==> src/rtl/seg_scan_mux.sv <==
// Time-multiplexed driver for a 4-digit common-anode 7-segment display.
// Round-robin scan with a blanking lead-in per slot and 8-step on-time brightness.
module seg_scan_mux #(
  parameter int unsigned SCAN_DIV  = 50000,
  parameter int unsigned BLANK_CYC = 400
) (
  input  logic       CLK_50MHz,
  input  logic       Res,
  input  logic [6:0] Seg1,
  input  logic [6:0] Seg2,
  input  logic [6:0] Seg3,
  input  logic [6:0] Seg4,
  input  logic [3:0] Dig_En,
  input  logic [2:0] Bright,
  output logic [6:0] Seg_Out,
  output logic [3:0] Dig_Sel,
  output logic       Scan_Tick
);

  localparam int unsigned W  = (SCAN_DIV - BLANK_CYC) / 8;
  localparam int unsigned CW = $clog2(SCAN_DIV);

  localparam logic [CW-1:0] CntMax = CW'(SCAN_DIV - 1);
  localparam logic [CW:0]   BlankW = (CW+1)'(BLANK_CYC);
  localparam logic [CW:0]   WinW   = (CW+1)'(W);

  typedef enum logic {StBlank, StShow} phase_e;

  // cnt_q/dig_q describe the cycle that begins at the next edge, so every
  // output can be registered and still line up with the slot position.
  logic [CW-1:0] cnt_q, cnt_d;
  logic [1:0]    dig_q, dig_d;
  logic [6:0]    pat_q, pat_d;
  logic          en_q, en_d;
  logic [2:0]    bri_q, bri_d;
  logic [6:0]    seg_d;
  logic [3:0]    sel_d;
  logic          tick_d;
  logic [CW:0]   lit_end;
  phase_e        phase;
  logic          lit;

  always_comb begin
    pat_d   = pat_q;
    en_d    = en_q;
    bri_d   = bri_q;
    seg_d   = 7'h7F;
    sel_d   = 4'hF;
    tick_d  = 1'b0;
    cnt_d   = cnt_q;
    dig_d   = dig_q;
    lit_end = '0;
    phase   = StBlank;
    lit     = 1'b0;

    if (cnt_q == '0) begin
      unique case (dig_q)
        2'd0: pat_d = Seg1;
        2'd1: pat_d = Seg2;
        2'd2: pat_d = Seg3;
        2'd3: pat_d = Seg4;
      endcase
      en_d  = Dig_En[dig_q];
      bri_d = Bright;
    end

    tick_d = (cnt_q == CntMax);
    cnt_d  = tick_d ? '0 : cnt_q + CW'(1);
    dig_d  = tick_d ? dig_q + 2'd1 : dig_q;

    phase   = ({1'b0, cnt_q} < BlankW) ? StBlank : StShow;
    // Lit while sub-window index <= brightness, i.e. before BLANK + (B+1)*W.
    lit_end = BlankW + ((CW+1)'(bri_d) + (CW+1)'(1)) * WinW;
    lit     = (phase == StShow) && en_d && ({1'b0, cnt_q} < lit_end);

    if (lit) begin
      seg_d = ~pat_d;
      sel_d = ~(4'b0001 << dig_q);
    end
  end

  always_ff @(posedge CLK_50MHz) begin
    if (Res) begin
      cnt_q     <= '0;
      dig_q     <= '0;
      pat_q     <= '0;
      en_q      <= 1'b0;
      bri_q     <= '0;
      Seg_Out   <= 7'h7F;
      Dig_Sel   <= 4'hF;
      Scan_Tick <= 1'b0;
    end else begin
      cnt_q     <= cnt_d;
      dig_q     <= dig_d;
      pat_q     <= pat_d;
      en_q      <= en_d;
      bri_q     <= bri_d;
      Seg_Out   <= seg_d;
      Dig_Sel   <= sel_d;
      Scan_Tick <= tick_d;
    end
  end

endmodule

==> config.mk <==
export PLATFORM = sky130hd
export DESIGN_NAME = seg_scan_mux
export DESIGN_NICKNAME = d
export VERILOG_FILES = /design/src/rtl/seg_scan_mux.sv
export SDC_FILE = /design/constraint.sdc
export NUM_CORES = 1
export LEC_CHECK = 0
export CAP_MARGIN = 20
export CORE_MARGIN = 2
export CORE_UTILIZATION = 56
export CTS_CLUSTER_DIAMETER = 80
export DETAILED_ROUTE_END_ITERATION = 10
export GPL_TIMING_DRIVEN = 0
export PLACE_DENSITY = 0.84
export SYNTH_ARGS = -nofsm -noshare
export SYNTH_HDL_FRONTEND = slang
export SYNTH_SLANG_ARGS = --single-unit
==> constraint.sdc <==
create_clock -name CLK_50MHz -period 9.7 [get_ports CLK_50MHz]
set_input_delay 2.425 -clock CLK_50MHz [delete_from_list [all_inputs] [get_ports CLK_50MHz]]
set_output_delay 2.425 -clock CLK_50MHz [all_outputs]
set_load 0.02 [all_outputs]
## After elaboration in Yosys (flattened, before gate mapping)

Index checks and enable logic that the tools add are counted.

| operators by class | value |
|---|---|
| add/sub/neg operators | 4 |
| eq/ne operators | 4 |
| mux-type cells | 7 |
| reduce and logical (&&, ||, !) cells | 6 |
| bitwise gates (word level) | 3 |
| shift operators | 1 |
| $mul | 1 |
| order comparisons | 3 |

Operators with widths:

| operator | count |
|---|---|
| 7-bit case mux with 4 select lines | 1 |
| 9-bit by 17-bit adder with 17-bit output (first input constant) | 1 |
| 16-bit by 17-bit less-than comparator with 1-bit output | 1 |
| 16-bit by 1-bit adder with 16-bit output (second input constant) | 1 |
| 16-bit == test (second input constant) | 1 |
| 16-bit logical NOT | 1 |
| 16-bit by 9-bit less-than comparator with 1-bit output (second input constant) | 1 |
| 4-bit by 10-bit multiplier with 14-bit output (second input constant) | 1 |
| 7-bit two-way mux | 1 |
| 7-bit NOT | 1 |
| 3-bit by 1-bit adder with 4-bit output (second input constant) | 1 |
| 2-bit == test (second input constant) | 2 |
| 4-bit NOT | 1 |
| 2-bit OR reduction | 2 |
| 1-bit by 2-bit left shift with 4-bit output (first input constant) | 1 |
| 2-bit by 3-bit less-than comparator with 1-bit output (second input constant) | 1 |
| 1-bit two-way mux | 3 |
| 3-bit two-way mux | 1 |
| 2-bit by 1-bit adder with 2-bit output (second input constant) | 1 |
| 1-bit binary-select mux with 2-bit select | 1 |
| 2-bit by 1-bit == test with 1-bit output (second input constant) | 1 |
| 1-bit logical AND | 2 |
| 2-bit logical NOT | 1 |
| 1-bit NOT | 1 |

| storage, ports and cells | value |
|---|---|
| register bits | 41 |
| bits of input ports | 37 |
| output and inout port bits | 12 |
| logic and storage cells | 37 |

## Longest topological paths before layout

Gate-level depths: netlist of run 1.

| logic depth | value |
|---|---|
| depth after elaboration | 9 |
| gate-level depth with buffers | 23 |
| gate-level depth less buffers | 22 |

## Worst setup path before layout of run 1

OpenSTA, ideal clock, no wires.

| path | value |
|---|---|
| kind | in2reg |
| start point | input port Bright[1] |
| end point | register Dig_Sel[0] |
| cell stages on the path | 19 |
| required time | 9637 ps |
| setup time | 63 ps |
| buffers on the path | 1 |
| arrival | 6337 ps |
| slack | 3300 ps |
| path through | mux2i_4 -> inv_1 -> ha_1 -> xnor2_1 -> fa_1 -> inv_1 -> ha_1 -> ha_1 -> a31o_2 -> a21o_1 -> a21oi_1 -> xnor3_1 -> ha_1 -> o21ai_0 -> a21oi_1 -> a211oi_1 -> a2111o_1 -> buf_6 -> nand3_1 |

| between the ends | value |
|---|---|
| word-level cells in the longest chain between the ends | 8 |

Ends and longest elaborated chain:

| item | line | source |
|---|---|---|
| start: declaration | 14 | `input logic [2:0] Bright,` |
| 3-bit two-way mux | 56 | `if (cnt_q == '0) begin` |
| net bri_d[1] | 35 | `logic [2:0] bri_q, bri_d;` |
| 3-bit by 1-bit adder with 4-bit output | 73 | `lit_end = BlankW + ((CW+1)'(bri_d) + (CW+1)'(1)) * WinW;` |
| 4-bit by 10-bit multiplier with 14-bit output | 73 |  |
| 9-bit by 17-bit adder with 17-bit output | 73 |  |
| 16-bit by 17-bit less-than comparator with 1-bit output | 74 | `lit = (phase == StShow) && en_d && ({1'b0, cnt_q} < lit_end);` |
| 1-bit logical AND | 74 |  |
| 1-bit NOT (no line) | -- |  |
| 2-bit OR reduction (no line) | -- |  |
| end signal: assignment | 99 | `Dig_Sel <= sel_d;` |
| end: declaration | 16 | `output logic [3:0] Dig_Sel,` |

The timed path passes the listed nets, and every way through them passes these cells.
A chain may end at the register's enable or synchronous reset.

## Worst setup path in the final report of run 1

| path | value |
|---|---|
| start point | input port Bright[1] |
| end point | register Seg_Out[2] |

| between the ends | value |
|---|---|
| word-level cells in the longest chain between the ends | 8 |

Ends and longest elaborated chain:

| item | line | source |
|---|---|---|
| 3-bit two-way mux | 56 |  |
| net bri_d[1] | 35 |  |
| 3-bit by 1-bit adder with 4-bit output | 73 |  |
| 4-bit by 10-bit multiplier with 14-bit output | 73 |  |
| 9-bit by 17-bit adder with 17-bit output | 73 |  |
| 16-bit by 17-bit less-than comparator with 1-bit output | 74 |  |
| 1-bit logical AND | 74 |  |
| 1-bit NOT (no line) | -- |  |
| 2-bit OR reduction (no line) | -- |  |
| end signal: assignment | 98 | `Seg_Out <= seg_d;` |
| end: declaration | 15 | `output logic [6:0] Seg_Out,` |

The timed path passes the listed nets, and every way through them passes these cells.

==> metrics.md, run 1 <==
| Metric | Value |
|---|---|
| Leak Pwr | 1.44 nW |
| Clock insertion delay at the later pin of the skew report | 300 ps |
| Count of state elements after synthesis | 41 |
| Gr ovfl total | 0 |
| Die Footprint | 0.00540 mm^2 |
| Iter 0 DRT Violations | 154 |
| EDFF count, synth | 0 |
| Final critical path time including I/O delays and setup | 7100 ps |
| Worst setup EP type | flip-flop |
| Post-CTS Setup Repair Bufs | 0 |
| Antenna cell count | 0 |
| Remaining number of nets flagged by the antenna check after routing | 0 |
| Number of iterations in the first detailed-routing pass | 5 |
| Arrival time of the worst setup path | 7270 ps |
| Post-synthesis to final-layout area growth | 23.8% |
| Total wirelength of the detailed-routed design | 6150 um |
| Number of failing hold endpoints at the final stage | 0 |
| Sequential cell area fraction in the yosys report | 0.304 |
| Number of clock sinks | 41 |
| Core region area | 0.00469 mm^2 |
| Chip height | 73.5 um |
| Unique cell type count in the Yosys netlist | 51 |
| Headroom to the max-slew limit | 0.529 |
| Unrepaired setup endpoints after global routing | false |
| Async set or reset register ratio after synthesis | 0 |
| Post-route DRC violation count | 0 |
| Most common flop cell mapped by yosys | dfxtp_1 |
| Wire length of the first global-routing pass | 10,000 um |
| Portion of synthesized cell area occupied by the leading cell type | 0.304 |
| Initial Util | 0.576 |
| Final clock skew | 7.99 ps |
| Most area-hungry cell type in the Yosys netlist | dfxtp_1 |
| Critical path fanouts, max | 10 |
| Number of cells upsized or downsized after cts | 0 |
| CTS tree | built |
| Net count, final | 423 |
| Max Freq | 0.141 GHz |
| Total of hold buffers inserted after clock tree synthesis | 0 |
| Gpl congestion | 0.881 |
| Fraction of layout cells with a size suffix above 1 | 0.0893 |
| Worst Max-Slew Pin Slew | 702 ps |
| Clock-pin slew on the worst setup and hold paths | 80 ps |
| Clock root cell | clkbuf_8 |
| Overall Power | 0.440 mW |
| Post-synth net total | 369 |
| Worst hold path type | flip-flop to flip-flop |
| Overall routing resource usage | 0.242 |
| Worst IR Drop VDD | 0.0000987 V |
| CTS H-Tree Depth | 2 |
| Max capacitance violation total | 0 |
| Via count of the first global-routing pass | 2,231 |
| Synthesized instance count | 293 |
| Combined area of all synthesized cells | 0.00270 mm^2 |
| Required time of the worst setup path | 9870 ps |
| Setup violation total in the final timing report | 0 |
| Pin count of the biggest net entering global routing | 13 |
| I/O pin count | 49 |
| Pins over their slew limit | 0 |
| Buffers added on ports | 47 |
| Cells taking the most area after synthesis | dfxtp_1 (30%), ha_1 (17%), nor2_1 (6.0%), xnor2_1 (4.2%), mux2i_1 (3.3%) |
| Routed wire length per instance | 15.3 um |
| Synthesis warning total | 0 |
| Num rows | 25 |
| Horiz. Die Dim | 73.5 um |
| Via Count | 2,286 |
| Average cell area after synthesis | 9.22 um^2 |
| Final design utilization | 0.713 |
| Final-layout setup total negative slack | 0 ps |
| CTS Buffer Depth | 2 |
| Status | complete, no violations |
| Pwr dens | 132 mW/mm^2 |
| Total CTS buffers | 5 |
| DR vias/cell | 5.70 |
| Antenna violations before repair | 0 |
| Dpl hpwl | 4790 um |
| Crit start category | input pin |
| Share of the clock period used by the worst path | 0.732 |
| Critical setup path kind | input pin to flip-flop |
==> critical path, cell delays in order <==
cell,delay [ps]
clkdlybuf4s50_1,480
mux2i_4,270
inv_1,120
ha_1,230
xnor2_1,420
fa_1,490
inv_1,70
ha_1,220
ha_1,290
a31o_2,200
a21o_1,160
a21oi_1,220
xnor3_1,360
ha_1,270
o21ai_0,170
a21oi_1,100
a211oi_1,310
a2111o_1,220
buf_6,150
nand3_1,80
==> layout by cell type, fill, tap and decap left out, types with 8 or more instances in the layout <==
cell type	netlist	final
clkdlybuf4s50_1	0	47
mux2i_1	9	9
nand2_1	14	14
nor3_1	8	8
dfxtp_1	41	41
o21ai_0	10	10
ha_1	37	37
nand3_1	17	17
nor2_1	43	43
xnor2_1	13	13
inv_1	17	17
==> final cells by class <==
cell class	instances	area (um^2)
sequential	41	821
fill	378	1350
tap	54	67.6
timing repair buffer	47	470
inverter	18	67.6
clock inverter	2	35.0
buffer	15	88.8
multi-input combinational	219	1720
clock buffer	5	68.8
==> sequential cells by signal (all words and copies together), names as in the netlist <==
signal,flops
en_q,1
cnt_q,16
Seg_Out,7
pat_q,7
Dig_Sel,4
dig_q,2
Scan_Tick,1
bri_q,3
==> logic make-up (layout without fill, tap and decap cells) <==
family / count (synthesis) / in the layout / share of synthesized area
AOI/OAI and AO/OA: 39 / 39 / 0.104
xor gates and xnor gates: 21 / 21 / 0.0732
adders and majority gates: 40 / 40 / 0.190
buffers and inverters: 33 / 87 / 0.0579
DFF: 41 / 41 / 0.304
muxes: 13 / 13 / 0.0635
and+or+nand+nor: 106 / 106 / 0.208
==> cell usage after synthesis, types with 3 or more instances <==
cell	instances
nor2_1	43
dfxtp_1	41
ha_1	37
inv_1	17
nand3_1	17
nand2_1	14
xnor2_1	13
o21ai_0	10
mux2i_1	9
nor3_1	8
a222oi_1	7
xor2_1	7
nand4_1	6
a21o_1	5
buf_2	5
clkbuf_1	5
a21oi_1	4
buf_6	3
==> where the power goes <==
| part | leakage, nW | switching, mW | internal, mW |
|---|---|---|---|
| Combinational | 1.06 | 0.0666 | 0.0636 |
| Clock | 0.0540 | 0.0582 | 0.0748 |
| Sequential | 0.333 | 0.00350 | 0.174 |
| Total | 1.44 | 0.128 | 0.312 |
==> per-stage QoR <==
step,instances,cell area (um^2),hold slack (ps),setup slack [ps]
after floorplan,293,2700,426,3300
after global placement,394,3240,442,2500
after detailed placement,394,3240,471,2310
after CTS,401,3340,490,2620
after global routing,401,3340,520,2250
final,401,3340,480,2600
==> layer usage <==
metal	vias to the layer above	track usage	routed length, um
li1	1139	-	-
met1	1063	0.314	2700
met2	69	0.377	2990
met3	15	0.0576	324
met4	0	0.115	135
met5	-	0	0
==> path summary, 6_finish.rpt <==
| check | from | end | slack, ps | cells past startpoint |
|---|---|---|---|---|
| min reg2reg | cnt_q[0] | cnt_q[0] | 480 | 1 |
| min | cnt_q[0] | cnt_q[0] | 480 | 1 |
| max reg2reg | cnt_q[9] | Seg_Out[2] | 3920 | 22 |
| max | Bright[1] | Seg_Out[2] | 2600 | 20 |
Power figures use the tool's default switching activity.
==> run 2: changes to the inputs <==
Settings changed: CORE_UTILIZATION 56 to 53, PLACE_DENSITY 0.84 to 0.81.
Clock period 9.7 ns to 6.7 ns, I/O delays scaled along.
==> run 2 against run 1 <==
Effect of this change:
- flip-flop and latch count unchanged
- sequential power grew 45%
- global-route usage is 1.8 points lower
- die area is 5.3% higher
- register-to-register slack got worse by 3000 ps
- clock skew shrank 0.75 ps
- setup slack got worse by 2300 ps
- critical path type unchanged
- largest cell class unchanged
==> metrics.md, run 2 (same netlist as run 1, synthesis figures left out) <==
| Metric | Value |
|---|---|
| Status | complete, no violations |
| Post-CTS Setup Repair Bufs | 0 (unchanged) |
| Core region area | 0.00482 mm^2 (+2.7%) |
| Final critical path time including I/O delays and setup | 6360 ps |
| Number of cells upsized or downsized after cts | 0 (unchanged) |
| Top library cells by usage in the layout, fill and taps aside | clkdlybuf4s50_1 (47), nor2_1 (43), dfxtp_1 (41) |
| Leak Pwr | 1.43 nW (-0.70%) |
| Final-layout setup total negative slack | 0 ps (unchanged) |
| Largest stage delay on the critical path | 500 ps (about the same) |
| Total of hold buffers inserted after clock tree synthesis | 0 (unchanged) |
| Worst setup EP type | flip-flop |
| Num rows | 25 (unchanged) |
| Pin count of the biggest net entering global routing | 14 (+1) |
| Cell seen most often among critical-path stages | ha_1 |
| Number of iterations in the first detailed-routing pass | 6 (+1) |
| Arrival time of the worst setup path | 6530 ps (-740 ps) |
| Initial Util | 0.561 (-0.0150) |
| Horiz. Die Dim | 75.4 um (+2.6%) |
| Gr ovfl total | 0 (unchanged) |
| Final design utilization | 0.694 (-0.0188) |
| Final design area excluding fillers | 0.00334 mm^2 (about the same) |
| Wire length of the first global-routing pass | 9790 um (-2.1%) |
| Post-route DRC violation count | 0 (unchanged) |
| Worst hold path type | flip-flop to flip-flop |
| Net count, final | 423 (unchanged) |
| Chip height | 75.4 um (+2.6%) |
| Critical path fanouts, max | 10 (unchanged) |
| Total CTS buffers | 5 (unchanged) |
| Headroom to the max-slew limit | 0.505 (-0.0245) |
| Antenna cell count | 0 (unchanged) |
| Dpl hpwl | 4650 um (-2.9%) |
| Via count of the first global-routing pass | 2,188 (-1.9%) |
| Final clock skew | 7.24 ps (-0.749 ps) |
| Family with the most delay on the worst path | adder cells |
| Total wirelength of the detailed-routed design | 5880 um (-4.4%) |
| DR vias/cell | 5.34 (-6.3%) |
| Regs by FF count | cnt_q: 16 flops, Seg_Out: 7 flops, pat_q: 7 flops |
| Clock root cell | clkbuf_8 |
| Most common cell after layout, fill and taps aside | clkdlybuf4s50_1 |
| Clock insertion delay at the later pin of the skew report | 300 ps (about the same) |
| Area of placed instances | 0.00326 mm^2 (+0.50%) |
| Crit start category | input pin |
| Critical setup path kind | input pin to flip-flop |
| Max capacitance violation total | 0 (unchanged) |
| Largest Register | cnt_q |
| Antenna violations before repair | 0 (unchanged) |
| Routed wire length per instance | 14.2 um (-7.6%) |
| Buffers added on ports | 47 (unchanged) |
| Setup violation total in the final timing report | 0 (unchanged) |
| Die Footprint | 0.00568 mm^2 (+5.3%) |
| CTS H-Tree Depth | 2 (unchanged) |
| Post-synthesis to final-layout area growth | 23.7% (about the same) |
| Max FFs per register | 16 (unchanged) |
| Pins over their slew limit | 0 (unchanged) |
| Number of clock sinks | 41 (unchanged) |
| Gpl congestion | 0.914 (+3.7%) |
| Unrepaired setup endpoints after global routing | false |
| Fraction of layout cells with a size suffix above 1 | 0.0920 (+0.00262) |
| Pwr dens | 180 mW/mm^2 (+37%) |
| Slowest cell on crit path | fa_1 |
| Remaining number of nets flagged by the antenna check after routing | 0 (unchanged) |
| Share of the clock period used by the worst path | 0.949 |
| Clock-pin slew on the worst setup and hold paths | 80 ps (about the same) |
| Worst Max-Slew Pin Slew | 738 ps (+36.5 ps) |
| Via Count | 2,217 (-3.0%) |
| Series of cell instances along the critical path | clkdlybuf4s50_1, mux2i_4, inv_1, ha_1, xnor2_1, fa_1, inv_1, ha_1, ha_1, a31o_2, a21o_1, a21oi_1, xnor3_1, ha_1, o21ai_0, a21oi_1, a211oi_1, a2111o_1, buf_6, nand3_1 |
| Iter 0 DRT Violations | 117 (-24%) |
| Worst path bufs/invs | 4 (unchanged) |
| Worst IR Drop VDD | 0.000146 V (+48%) |
| Number of failing hold endpoints at the final stage | 0 (unchanged) |
| CTS tree | built |
| Max Freq | 0.157 GHz |
| CTS Buffer Depth | 2 (unchanged) |
| Overall routing resource usage | 0.224 (-0.0177) |
| I/O pin count | 49 (unchanged) |
| Required time of the worst setup path | 6870 ps (-3000 ps) |
## run 2: final cells by class
cell class                 instances  area, um^2
buffer                            15        88.8
clock buffer                       5        68.8
clock inverter                     3        17.5
fill                             419        1480
inverter                          18        67.6
multi-input combinational        219        1720
sequential                        41         821
tap                               67        83.8
timing repair buffer              47         470
## run 2: final timing paths
path | to | start | cells past startpoint | slack [ps]
setup / recovery | Dig_Sel[1] | Bright[1] | 20 | 340
hold reg to reg | cnt_q[0] | cnt_q[0] | 1 | 470
hold / removal | cnt_q[0] | cnt_q[0] | 1 | 470
setup reg to reg | Dig_Sel[1] | cnt_q[10] | 21 | 960
## run 2: per-layer routing
metal	track usage	vias up	routed length [um]
met5	0	-	0
met4	0.0585	0	51
met1	0.318	1013	2790
met3	0.0437	6	222
met2	0.351	45	2810
li1	-	1153	-
## run 2: through the flow
stage,hold WS [ps],instances,power [mW],setup slack [ps]
2_1_floorplan,426,293,0.394,1050
3_3_place_gp,439,407,0.441,161
3_5_place_dp,456,407,0.449,32.7
4_1_cts,475,415,0.608,334
5_1_grt,509,415,0.649,54.4
6_report,467,415,0.601,338
## run 2: report_power, final
| part | switching, mW | internal, mW | total, mW |
|---|---|---|---|
| sequential | 0.00485 | 0.251 | 0.256 |
| combinational | 0.0955 | 0.0918 | 0.187 |
| clock | 0.0857 | 0.0718 | 0.158 |
| total | 0.186 | 0.415 | 0.601 |
